[src/rtl/fetch_queue_pkg.sv]
// Shared core definitions for the fetch queue: entry layout, default widths and depth.
package fetch_queue_pkg;

    localparam int ADDRESS_SIZE     = 64;
    localparam int INSTRUCTION_SIZE = 32;
    localparam int QUEUE_DEPTH      = 4;

    // One queued fetch: the address sits above the instruction word when packed.
    typedef struct packed {
        logic [ADDRESS_SIZE-1:0]     address;
        logic [INSTRUCTION_SIZE-1:0] instruction;
    } fetch_entry_t;

    localparam int ENTRY_WIDTH = $bits(fetch_entry_t);

endpackage

[src/rtl/fetch_queue_if.sv]
// Fetch-to-decode bus of the fetch queue: fetch-side push, decode-side stall/output, status.
interface fetch_queue_if
    import fetch_queue_pkg::*;
#(
    parameter int addressSize     = ADDRESS_SIZE,
    parameter int instructionSize = INSTRUCTION_SIZE,
    parameter int queueDepth      = QUEUE_DEPTH
);

    logic                          flushPipeline_i;
    logic                          enable_i;
    logic [instructionSize-1:0]    instruction_i;
    logic [addressSize-1:0]        instructionAddress_i;
    logic                          stall_i;
    logic                          enable_o;
    logic [instructionSize-1:0]    instruction_o;
    logic [addressSize-1:0]        instructionAddress_o;
    logic                          full_o;
    logic [$clog2(queueDepth):0]   count_o;
    logic                          overflow_o;

    // The pipeline side drives fetch, flush and stall, and observes the queue outputs.
    modport master (
        output flushPipeline_i, enable_i, instruction_i, instructionAddress_i, stall_i,
        input  enable_o, instruction_o, instructionAddress_o, full_o, count_o, overflow_o
    );

    // The queue itself consumes the pipeline inputs and drives the outputs.
    modport slave (
        input  flushPipeline_i, enable_i, instruction_i, instructionAddress_i, stall_i,
        output enable_o, instruction_o, instructionAddress_o, full_o, count_o, overflow_o
    );

endinterface

[src/rtl/fetch_queue_ram.sv]
// Storage array of the fetch queue: one synchronous write port, one asynchronous read port.
// Contents are not reset; occupancy is tracked entirely by the pointers in fetch_queue.
module fetch_queue_ram
    import fetch_queue_pkg::*;
#(
    parameter int depth = QUEUE_DEPTH,
    parameter int width = ENTRY_WIDTH
) (
    input  logic                     clock_i,
    input  logic                     write_en_i,
    input  logic [$clog2(depth)-1:0] write_addr_i,
    input  logic [width-1:0]         write_data_i,
    input  logic [$clog2(depth)-1:0] read_addr_i,
    output logic [width-1:0]         read_data_o
);

    logic [width-1:0] mem_q [depth];

    // Write the tail entry on the rising edge when a push is accepted.
    always_ff @(posedge clock_i) begin
        if (write_en_i) begin
            mem_q[write_addr_i] <= write_data_i;
        end
    end

    assign read_data_o = mem_q[read_addr_i];

endmodule

[src/rtl/fetch_queue.sv]
// Fetch queue between fetch and decode: circular buffer plus one output register stage.
// Optional macro FETCH_QUEUE_BYPASS_EN lets a push into an empty, unstalled queue
// load straight into the output register (latency 1 instead of 2).
module fetch_queue
    import fetch_queue_pkg::*;
#(
    parameter int addressSize     = ADDRESS_SIZE,
    parameter int instructionSize = INSTRUCTION_SIZE,
    parameter int queueDepth      = QUEUE_DEPTH
) (
    input  logic         clock_i,
    input  logic         reset_i,
    fetch_queue_if.slave bus
);

    localparam int PTR_W   = $clog2(queueDepth);
    localparam int CNT_W   = PTR_W + 1;
    localparam int ENTRY_W = addressSize + instructionSize;

    logic [PTR_W-1:0]           head_q, head_d;
    logic [PTR_W-1:0]           tail_q, tail_d;
    logic [CNT_W-1:0]           count_q, count_d;
    logic                       out_valid_q, out_valid_d;
    logic [addressSize-1:0]     out_addr_q, out_addr_d;
    logic [instructionSize-1:0] out_inst_q, out_inst_d;
    logic                       overflow_q, overflow_d;

    logic                       full;
    logic                       pop;
    logic                       push;
    logic                       drop;
    logic                       bypass;
    logic                       write_en;
    logic [ENTRY_W-1:0]         write_data;
    logic [ENTRY_W-1:0]         read_data;

    fetch_queue_ram #(
        .depth (queueDepth),
        .width (ENTRY_W)
    ) u_ram (
        .clock_i      (clock_i),
        .write_en_i   (write_en),
        .write_addr_i (tail_q),
        .write_data_i (write_data),
        .read_addr_i  (head_q),
        .read_data_o  (read_data)
    );

    // Decide this cycle's pop, push, drop and (optionally) bypass from count and handshakes.
    always_comb begin
        full   = (count_q == CNT_W'(queueDepth));
        pop    = !bus.stall_i && (count_q != '0);
`ifdef FETCH_QUEUE_BYPASS_EN
        bypass = !bus.stall_i && bus.enable_i && (count_q == '0);
`else
        bypass = 1'b0;
`endif
        push       = bus.enable_i && !bypass && (!full || pop);
        drop       = bus.enable_i && full && !pop;
        write_en   = push && !bus.flushPipeline_i;
        write_data = {bus.instructionAddress_i, bus.instruction_i};
    end

    // Next-state for pointers, count, output register and sticky overflow; flush wins over all.
    always_comb begin
        head_d      = head_q;
        tail_d      = tail_q;
        count_d     = count_q;
        out_valid_d = out_valid_q;
        out_addr_d  = out_addr_q;
        out_inst_d  = out_inst_q;
        overflow_d  = overflow_q;
        if (bus.flushPipeline_i) begin
            head_d      = '0;
            tail_d      = '0;
            count_d     = '0;
            out_valid_d = 1'b0;
            overflow_d  = 1'b0;
        end else begin
            if (push) begin
                tail_d = tail_q + 1'b1;
            end
            if (pop) begin
                head_d = head_q + 1'b1;
            end
            count_d = count_q + CNT_W'(push) - CNT_W'(pop);
            if (drop) begin
                overflow_d = 1'b1;
            end
            if (!bus.stall_i) begin
                if (pop) begin
                    out_valid_d = 1'b1;
                    out_addr_d  = read_data[ENTRY_W-1:instructionSize];
                    out_inst_d  = read_data[instructionSize-1:0];
                end else if (bypass) begin
                    out_valid_d = 1'b1;
                    out_addr_d  = bus.instructionAddress_i;
                    out_inst_d  = bus.instruction_i;
                end else begin
                    out_valid_d = 1'b0;
                end
            end
        end
    end

    // Register all control state; synchronous active-low reset overrides flush and traffic.
    always_ff @(posedge clock_i) begin
        if (!reset_i) begin
            head_q      <= '0;
            tail_q      <= '0;
            count_q     <= '0;
            out_valid_q <= 1'b0;
            out_addr_q  <= '0;
            out_inst_q  <= '0;
            overflow_q  <= 1'b0;
        end else begin
            head_q      <= head_d;
            tail_q      <= tail_d;
            count_q     <= count_d;
            out_valid_q <= out_valid_d;
            out_addr_q  <= out_addr_d;
            out_inst_q  <= out_inst_d;
            overflow_q  <= overflow_d;
        end
    end

    assign bus.enable_o             = out_valid_q;
    assign bus.instructionAddress_o = out_addr_q;
    assign bus.instruction_o        = out_inst_q;
    assign bus.count_o              = count_q;
    assign bus.full_o               = full;
    assign bus.overflow_o           = overflow_q;

endmodule

[src/flat_wrapper.sv]
// flat-port wrapper written by rule: the top's interface ports become plain ports
module fetch_queue_flat import fetch_queue_pkg::*;
#(
    parameter int addressSize     = ADDRESS_SIZE,
    parameter int instructionSize = INSTRUCTION_SIZE,
    parameter int queueDepth      = QUEUE_DEPTH
)
  (clock_i, reset_i, bus_flushPipeline_i, bus_enable_i, bus_instruction_i, bus_instructionAddress_i, bus_stall_i, bus_enable_o, bus_instruction_o, bus_instructionAddress_o, bus_full_o, bus_count_o, bus_overflow_o);
  fetch_queue_if #(.addressSize(addressSize), .instructionSize(instructionSize), .queueDepth(queueDepth)) bus_i ();
  input  logic clock_i;
  input  logic reset_i;
  input wire logic [$bits(bus_i.flushPipeline_i)-1:0] bus_flushPipeline_i;
  input wire logic [$bits(bus_i.enable_i)-1:0] bus_enable_i;
  input wire logic [$bits(bus_i.instruction_i)-1:0] bus_instruction_i;
  input wire logic [$bits(bus_i.instructionAddress_i)-1:0] bus_instructionAddress_i;
  input wire logic [$bits(bus_i.stall_i)-1:0] bus_stall_i;
  output wire logic [$bits(bus_i.enable_o)-1:0] bus_enable_o;
  output wire logic [$bits(bus_i.instruction_o)-1:0] bus_instruction_o;
  output wire logic [$bits(bus_i.instructionAddress_o)-1:0] bus_instructionAddress_o;
  output wire logic [$bits(bus_i.full_o)-1:0] bus_full_o;
  output wire logic [$bits(bus_i.count_o)-1:0] bus_count_o;
  output wire logic [$bits(bus_i.overflow_o)-1:0] bus_overflow_o;
  assign bus_i.flushPipeline_i = bus_flushPipeline_i;
  assign bus_i.enable_i = bus_enable_i;
  assign bus_i.instruction_i = bus_instruction_i;
  assign bus_i.instructionAddress_i = bus_instructionAddress_i;
  assign bus_i.stall_i = bus_stall_i;
  assign bus_enable_o = bus_i.enable_o;
  assign bus_instruction_o = bus_i.instruction_o;
  assign bus_instructionAddress_o = bus_i.instructionAddress_o;
  assign bus_full_o = bus_i.full_o;
  assign bus_count_o = bus_i.count_o;
  assign bus_overflow_o = bus_i.overflow_o;
  fetch_queue #(.addressSize(addressSize), .instructionSize(instructionSize), .queueDepth(queueDepth)) u_core (.clock_i(clock_i), .reset_i(reset_i), .bus(bus_i));
endmodule
[config.mk]
export PLATFORM = sky130hd
export DESIGN_NAME = fetch_queue_flat
export DESIGN_NICKNAME = d
export VERILOG_FILES = /design/src/rtl/fetch_queue_pkg.sv /design/src/rtl/fetch_queue_if.sv /design/src/rtl/fetch_queue_ram.sv /design/src/rtl/fetch_queue.sv /design/src/flat_wrapper.sv
export SDC_FILE = /design/constraint.sdc
export NUM_CORES = 1
export LEC_CHECK = 0
export CORE_AREA = 8 8 238 149
export CTS_CLUSTER_SIZE = 20
export DETAILED_ROUTE_END_ITERATION = 10
export DIE_AREA = 0 0 246 157
export GPL_TIMING_DRIVEN = 1
export HOLD_SLACK_MARGIN = 0.08
export PLACE_DENSITY = 0.77
export SYNTH_ARGS = -nofsm -noshare
export SYNTH_HDL_FRONTEND = slang
export SYNTH_SLANG_ARGS = --single-unit
[constraint.sdc]
create_clock -name clock_i -period 11.5 [get_ports clock_i]
set_input_delay 1.15 -clock clock_i [delete_from_list [all_inputs] [get_ports clock_i]]
set_output_delay 1.15 -clock clock_i [all_outputs]
set_load 0.1 [all_outputs]
==> results.cfg <==
[place]
place_ws_ps = 7230
place_congestion = 0.738
dp.cells = 1371
dp_hpwl_um = 21100
portBuffers = 202

[setup_path]
worst_path_largest_cell_delay_ps = 1220
critPathLaunchType = flip-flop
crit_path_cell_trace = nor3b_1, clkdlybuf4s50_1
crit_slowest_cell = clkdlybuf4s50_1
r2r_cells = 5
critical_path_required_ps = 10350
cp-end-kind = output port
path_max_fanout = 7
cp.arrival_ps = 2580
crit_type = reg -> out

[floorplanning]
initial_utilization_pct = 54.2
fp.dieH_um = 157
die_area_sq_mm = 0.0386
die_w_um = 246
core-area_sq_mm = 0.0318
num_rows = 51
ioPinCount = 203

[power]
power_frac_comb_pct = 7.7
p_leak_nw = 6.79
pwr-share-seq_pct = 53.4
p_switching_w = 0.000814
p_int_w = 0.00286
p_sw_share_pct = 22.1
p_per_area_mw_per_mm2 = 174
clkPwrFrac_pct = 39.0
ir_worst_vdd_v = 0.000138

[clock_network]
cts_hold_repair.buffers = 0
cts_resized = 0
clk_pin_slew_ps = 60
clk_path_buf_depth = 3
cts_max_level = 2
cts_sinks = 489
cts_buffers = 44
clock_latency_ps = 550
clockRootBuffer = clkbuf_16
post_cts_buffers = 0
cts_tree = done

[layout]
drive_gt1_share_pct = 17.7
finalNonFillerCells = 1451
area_growth_pct = 22.2
antenna_cells = 0
nets = 1100

[timing]
clock_skew_ps = 13.3
relSlewSlack_pct = 23.1
setup_tns_ps = 0
rsz0062_at_grt = false
final-hold-violation-count = 0
drv_slew = 0
final.period_utilization_pct = 32.4
worstMarginPinSlew_ps = 1150
setup_viol = 0
clock.fmax_mhz = 268
fin_crit_ps = 3730
worst_slack_ps = 7770

[grt]
antenna_found_initial = 2
grt_max_degree = 67
grt_pass1_vias = 8738
grt_pass1_wl_um = 53200
overflow = 0
grt_usage_pct = 17.8

[outcome]
status = complete, no violations

[min_path]
hold_path_depth = 2
hold_path_class = reg -> reg

[route]
ant_nets = 0
wirelength_um = 34700
drc = 0
firstDrtPassIters = 5
vias = 8281
drtIter0Drc = 738
wl_per_cell_um = 23.9
viasPerCell = 5.71

[yosys]
synth_fp_nets = 883
avgSynthCellArea_sq_um = 22.2
async_flop_share_pct = 0
synthesis.instances = 776
synth_ff_type = edfxtp_1
synth_area_leaders = edfxtp_1, mux4_2, dfxtp_1
synth_cell_type_count = 32
synth_most_common_cell = edfxtp_1
synth_top_area_share_pct = 66.8
ys_top_cells_by_count = edfxtp_1, dfxtp_1, a22o_1, mux4_2, buf_2
yosysTopAreaCell = edfxtp_1
synth_area_sq_mm = 0.0173
synth_edf_count = 384
ys_warn_count = 0
synth_seq_cells = 489
synth-seq-area-share_pct = 79.0

[run]
drv_cap = 0
-- worst paths after layout --
check / startpoint / end / slack (ps)
setup / recovery: u_core.bus.count_o[2] / bus_full_o / 7770
hold / removal: u_core.bus.enable_o / u_core.bus.enable_o / 460
setup reg to reg: u_core.bus.count_o[1] / u_core.u_ram.mem_q[3][30] / 8540
hold reg to reg: u_core.bus.enable_o / u_core.bus.enable_o / 460
-- kinds of logic (layout without fill, tap and decap cells) --
logic type / count (synthesis) / after routing / synth area share [%]
flops: 489 / 489 / 79.0
fa+ha+maj: 6 / 6 / 0.479
xor+xnor: 1 / 1 / 0.0508
simple gates: 24 / 24 / 0.979
compound gates: 108 / 108 / 5.28
buf+inv: 52 / 303 / 1.68
mux: 96 / 96 / 12.5
-- layer usage --
layer | global-route usage, % | wire length, um | vias up
met4 | 4.30 | 573 | 4
met3 | 4.28 | 2220 | 45
met1 | 25.4 | 15800 | 4299
met2 | 27.7 | 16100 | 252
met5 | 0 | 27 | -
li1 | - | - | 3681
-- metrics by stage --
| stage | utilization (%) | power (W) | hold slack, ps | area (sq um) |
|---|---|---|---|---|
| 2_1_floorplan | - | 0.00219 | 484 | 17300 |
| 3_3_place_gp | 61.8 | 0.00228 | 450 | 19700 |
| 3_5_place_dp | 61.8 | 0.00229 | 453 | 19700 |
| 4_1_cts | 66.2 | 0.00371 | 462 | 21100 |
| 5_1_grt | 66.2 | 0.00378 | 479 | 21100 |
| 6_report | 66.2 | 0.00368 | 457 | 21100 |
-- power by group through the flow --
stage | combinational, W | clock [W] | sequential [W]
CTS | 0.000285 | 0.00146 | 0.00196
global route | 0.000295 | 0.00152 | 0.00197
finish | 0.000282 | 0.00143 | 0.00196
global placement | 0.000280 | 0 | 0.00200
floorplan | 0.0000866 | 0 | 0.00210
detailed placement | 0.000284 | 0 | 0.00200
-- area by class of cell --
cell class,count,area [sq um]
flip-flops and latches,489,13600
clock inverters,18,134
clock buffers,62,1280
inverters,7,26.3
repair buffers,216,2130
fillers,2052,10700
multi-input cells,235,3350
well taps,424,531
-- state kept, by name, indices dropped and copies added (netlist names) --
signal and count:
u_core.head_q 2, u_core.bus.count_o 3, u_core.bus.instructionAddress_o 64, u_core.tail_q 2
u_core.u_ram.mem_q 384, u_core.bus.overflow_o 1, u_core.bus.enable_o 1, u_core.bus.instruction_o 32
-- worst max-delay path: cells and delay by family, from the launching register on --
kind,cells,cell delay (ps)
buffers and inverters,1,1220
DFF,1,480
and+or+nand+nor,1,330
-- cell usage in the layout, fill, tap and decap left out, types with 2 or more instances in the layout --
| cell | netlist | layout |
|---|---|---|
| bufinv_16 | 0 | 2 |
| edfxtp_1 | 384 | 384 |
| nand2_1 | 2 | 2 |
| mux4_2 | 96 | 96 |
| a22o_1 | 96 | 96 |
| nor3b_2 | 0 | 4 |
| clkinv_1 | 0 | 10 |
| dfxtp_4 | 0 | 2 |
| dfxtp_1 | 105 | 103 |
| o21ai_0 | 3 | 3 |
| buf_4 | 3 | 14 |
| clkbuf_16 | 0 | 46 |
| nor2_1 | 4 | 4 |
| ha_1 | 5 | 5 |
| inv_1 | 7 | 7 |
| clkdlybuf4s50_1 | 0 | 202 |
| clkinv_2 | 0 | 4 |
| clkbuf_8 | 0 | 7 |
| clkbuf_1 | 14 | 9 |
| a21oi_1 | 5 | 5 |
| nor3_4 | 2 | 2 |
| nand3_1 | 2 | 2 |
| nor3_1 | 2 | 2 |
(Power assumes the default switching activity.)
